## config.mk

```make
export PLATFORM = sky130hd
export DESIGN_NAME = noc_rsp_arb
export DESIGN_NICKNAME = d
export VERILOG_FILES = /design/src/rtl/noc_rsp_arb.sv
export SDC_FILE = /design/constraint.sdc
export NUM_CORES = 1
export LEC_CHECK = 0
export BUFFER_PORTS_ARGS = -buffer_cell sky130_fd_sc_hd__buf_4
export CORE_UTILIZATION = 43
export CTS_CLUSTER_DIAMETER = 100
export DETAILED_ROUTE_END_ITERATION = 12
export PLACE_DENSITY = 0.76
export RECOVER_POWER = 100
export REMOVE_ABC_BUFFERS = 1
export SLEW_MARGIN = 20
export SYNTH_ARGS = -nofsm -noshare
export SYNTH_HDL_FRONTEND = slang
export SYNTH_SLANG_ARGS = --single-unit
```

## constraint.sdc

```tcl
create_clock -name clk -period 1.9 [get_ports clk]
set_input_delay 0.475 -clock clk [delete_from_list [all_inputs] [get_ports clk]]
set_output_delay 0.475 -clock clk [all_outputs]
set_load 0.01 [all_outputs]
```

## src/rtl/noc_rsp_arb.sv

```systemverilog
// Round-robin packet arbiter: grants one response source per packet and
// serializes its bytes onto the outbound NOC byte link.
module noc_rsp_arb #(
    parameter int NREQ   = 4,
    parameter int MAXLEN = 255
) (
    input  logic              clk,
    input  logic              rst,
    input  logic [NREQ-1:0]   req,
    input  logic [8*NREQ-1:0] req_data,
    input  logic [NREQ-1:0]   req_last,
    output logic [NREQ-1:0]   pop,
    output logic [NREQ-1:0]   gnt,
    output logic              noc_from_dev_ctl,
    output logic [7:0]        noc_from_dev_data,
    output logic              busy,
    output logic              err
);

    localparam int IW = (NREQ > 1) ? $clog2(NREQ) : 1;

    typedef enum logic {
        IDLE,
        XFER
    } state_t;

    state_t          state_q, state_d;
    logic [IW-1:0]   ptr_q, ptr_d;
    logic [IW-1:0]   gidx_q, gidx_d;
    logic [NREQ-1:0] gnt_q, gnt_d;
    logic [7:0]      cnt_q, cnt_d;
    logic            first_q, first_d;
    logic            ctl_q, ctl_d;
    logic [7:0]      data_q, data_d;
    logic            err_q, err_d;

    logic [IW-1:0]   win_idx;
    logic            win_vld;
    logic [IW-1:0]   g_next;
    logic            g_req;
    logic            g_last;
    logic [7:0]      g_data;

    // First requester at or after ptr, wrapping around
    always_comb begin
        win_idx = '0;
        win_vld = 1'b0;
        for (int k = 0; k < NREQ; k++) begin
            if (!win_vld && req[(int'(ptr_q) + k) % NREQ]) begin
                win_vld = 1'b1;
                win_idx = IW'((int'(ptr_q) + k) % NREQ);
            end
        end
    end

    assign g_next = (gidx_q == IW'(NREQ - 1)) ? '0 : gidx_q + IW'(1);
    assign g_req  = req[gidx_q];
    assign g_last = req_last[gidx_q];
    assign g_data = req_data[int'(gidx_q) * 8 +: 8];

    always_comb begin
        state_d = state_q;
        ptr_d   = ptr_q;
        gidx_d  = gidx_q;
        gnt_d   = gnt_q;
        cnt_d   = cnt_q;
        first_d = first_q;
        ctl_d   = ctl_q;
        data_d  = data_q;
        err_d   = err_q;
        pop     = '0;
        unique case (state_q)
            IDLE: begin
                ctl_d  = 1'b1;
                data_d = 8'h00;
                if (win_vld) begin
                    state_d        = XFER;
                    gidx_d         = win_idx;
                    gnt_d          = '0;
                    gnt_d[win_idx] = 1'b1;
                    cnt_d          = 8'd0;
                    first_d        = 1'b1;
                end
            end
            XFER: begin
                if (!g_req) begin
                    // Source vanished mid-packet: close the link out cleanly
                    ctl_d   = 1'b1;
                    data_d  = 8'h00;
                    state_d = IDLE;
                    gnt_d   = '0;
                    err_d   = 1'b1;
                    ptr_d   = g_next;
                end else begin
                    pop     = gnt_q;
                    data_d  = g_data;
                    ctl_d   = first_q;
                    first_d = 1'b0;
                    cnt_d   = cnt_q + 8'd1;
                    if (g_last || cnt_q == 8'(MAXLEN - 1)) begin
                        state_d = IDLE;
                        gnt_d   = '0;
                        ptr_d   = g_next;
                        if (!g_last) begin
                            err_d = 1'b1;
                        end
                    end
                end
            end
            default: ;
        endcase
    end

    always_ff @(posedge clk or posedge rst) begin
        if (rst) begin
            state_q <= IDLE;
            ptr_q   <= '0;
            gidx_q  <= '0;
            gnt_q   <= '0;
            cnt_q   <= 8'd0;
            first_q <= 1'b0;
            ctl_q   <= 1'b1;
            data_q  <= 8'h00;
            err_q   <= 1'b0;
        end else begin
            state_q <= state_d;
            ptr_q   <= ptr_d;
            gidx_q  <= gidx_d;
            gnt_q   <= gnt_d;
            cnt_q   <= cnt_d;
            first_q <= first_d;
            ctl_q   <= ctl_d;
            data_q  <= data_d;
            err_q   <= err_d;
        end
    end

    assign gnt               = gnt_q;
    assign noc_from_dev_ctl  = ctl_q;
    assign noc_from_dev_data = data_q;
    assign busy              = (state_q == XFER);
    assign err               = err_q;

endmodule

```

==> results.cfg <==
[outcome]
run_status = complete, but fails checks
violations = negative setup slack

[job]
maxCapViolCount = 0

[logic_synthesis]
synth-seq-cells = 28
syn-cell-area_um2 = 1520
ys_seq_area_share_pct = 46.3
syn_avg_cell_area_um2 = 11.0
synthDistinctLibCells = 31
synthCells = 138
yosys_warnings = 0

[timing]
fmax_ghz = 0.471
rsz0062_at_grt = yes
fin_skew_ps = 10.6
tightest_slew_ps = 1480
period_share_pct = 112
worst_slack_ps = -224
drv_slew = 0
whs_ps = 476
finalCriticalPeriod_ps = 2120
fin_setup_tns_ps = -1330
finalHoldViolCount = 0
relSlewSlack_pct = 1.03
setup_viol_count_final = 13

[critical_path]
critPathLaunch = gidx_q[0]
r2r_slack_ps = -110
r2r_cells = 6
r2r_start = gidx_q[0]
critical_path.max_fanout = 6
criticalPathCategory = register to output pin
end_kind = output pin
critPathCapture = pop[0]
critical_path_arrival_ps = 1650
cp-start-kind = register
timing.rr.end = ptr_q[1]
worst_ep_required_time_ps = 1420

[clocking]
clock_latency_ps = 330
clockBufferDepth = 2
cts_tree = yes
cts_buffers = 3
cts.clk_slew.worst_paths_ps = 140
cts-root-buf = clkbuf_4
cts.sinks = 28
htreeDepth = 1

[final_layout]
area_growth_pct = 46.2
drive_gt1_share_pct = 44.7
most-common-layout-cells = 58 x buf_4, 27 x dfrtp_1, 17 x clkbuf_1
antennaDiodeCount = 0
nNetsFinal = 265
final_common_cell = buf_4

[place]
pre_cts_slack_ps = -177
post-dp-hpwl_mm = 3.15
gp_congestion = 0.865
portBuffers = 60

[global_route]
antenna_found_initial = 0
grtUsageTotal_pct = 24.0
grt_pass1_vias = 1394
overflow = 0
grt_max_degree = 29
grt_pass1_wl_mm = 6.44

[power]
p_sw_w = 0.00116
power_w = 0.00294
power_density_nw_per_um2 = 1320
internal_power_w = 0.00178
comb_power_share_pct = 58.1
power_frac_clock_pct = 10.1
swShare_pct = 39.4
ir_worst_vdd_uv = 758
p_leak_nw = 1.06
seq_power_share_pct = 31.8

[drt]
via_per_inst = 5.40
routedWlPerCell_um = 16.3
drt_wl_total_mm = 4.32
drtAntennaViolNets = 0
drc = 0
drt_iter0_markers = 59
num_vias = 1430
drtPass1Iterations = 4

[floorplanning]
core_area_um2 = 3360
start_util_pct = 45.1
num_rows = 21
die_y_um = 61.4
ios = 61
die_w_um = 61.4
die-area_um2 = 3770

[min_path]
hp-class = register to register
worst max-delay path, stage by stage (launching register included):
cell     delay [ps]
dfrtp_1         400
mux4_2          590
and3_4          220
buf_6           120
power groups by stage:
stage | registers (W) | logic [W] | clock network (W)
floorplan | 0.00106 | 0.000719 | 0
global placement | 0.000928 | 0.00152 | 0
detailed placement | 0.000943 | 0.00156 | 0
CTS | 0.000934 | 0.00166 | 0.000297
global route | 0.000959 | 0.00186 | 0.000315
finish | 0.000934 | 0.00171 | 0.000296
flip-flops by register name, indices dropped and copies added (netlist names):
name and cells:
gidx_q 2, cnt_q 8, busy 1, ptr_q 2
first_q 1, err 1, gnt 4, noc_from_dev_ctl 1
noc_from_dev_data 8
metrics by stage:
stage | std cells | cell area, µm² | util [%]
floorplan | 131 | 1490 | -
global placement | 256 | 2140 | 63.5
detailed placement | 256 | 2140 | 63.5
CTS | 262 | 2230 | 66.3
global route | 265 | 2220 | 65.9
finish | 265 | 2220 | 65.9
logic make-up (layout without fill, tap and decap cells):
kind of cell | after synthesis | in the layout | share of synthesized area [%]
buf+inv | 12 | 92 | 3.30
flops | 28 | 28 | 46.3
simple gates | 53 | 54 | 19.2
fa+ha+maj | 3 | 3 | 2.48
mux | 12 | 12 | 16.6
compound gates | 30 | 30 | 12.1
worst min-delay path by stage:
| stage | startpoint | endpoint | cells after the start |
|---|---|---|---|
| floorplan | first_q | noc_from_dev_ctl | 1 |
| global placement | err | err | 1 |
| detailed placement | err | err | 1 |
| CTS | rst | cnt_q[1] | 3 |
| global route | err | err | 1 |
| finish | err | err | 1 |
cell usage after synthesis, drive strengths merged:
master | instances | area share, %
dfrtp | 27 | 45
nand2 | 16 | 4.0
and3 | 14 | 5.8
o21ai | 14 | 4.6
mux4 | 10 | 15
a21oi | 9 | 3.2
nand3 | 6 | 2.0
inv | 5 | 1.2
buf | 4 | 1.3
nor2 | 4 | 1.5
clkbuf | 3 | 0.74
ha | 3 | 2.5
nand2b | 3 | 1.2
nand4 | 3 | 1.2
a31oi | 2 | 0.82
and2 | 2 | 0.82
mux2 | 2 | 1.5
a211o | 1 | 0.58
a21boi | 1 | 0.74
a21o | 1 | 0.50
a22o | 1 | 0.58
a41oi | 1 | 1.1
dfstp | 1 | 1.7
nand3b | 1 | 0.50
nor4 | 1 | 0.41
or2 | 1 | 0.41
or3 | 1 | 0.50
or4b | 1 | 0.91
cell type report:
cell class	count	area (µm²)
Multi-Input combinational cell	99	823
Tap cell	46	57.6
Clock buffer	4	36.3
Fill cell	282	1150
Inverter	5	18.8
Sequential cell	28	702
Timing Repair Buffer	83	579
layer usage:
metal	part of all wire (%)	wire length (µm)	global-route usage (%)
met5	0	0	0
met4	3.8	162	11.4
met3	3.0	131	3.15
met2	52	2260	41.8
met1	41	1760	29.6
timing repair:
item                                    in CTS  in global routing
pin swaps                                    4                  4
gates resized for setup                     12                 12
setup buffers                                2                  4
gates cloned                                 0                  1
hold buffers                                 0                  0
endpoints found under the setup margin       7                 12
Note: power is estimated with default switching activity, not from simulation.
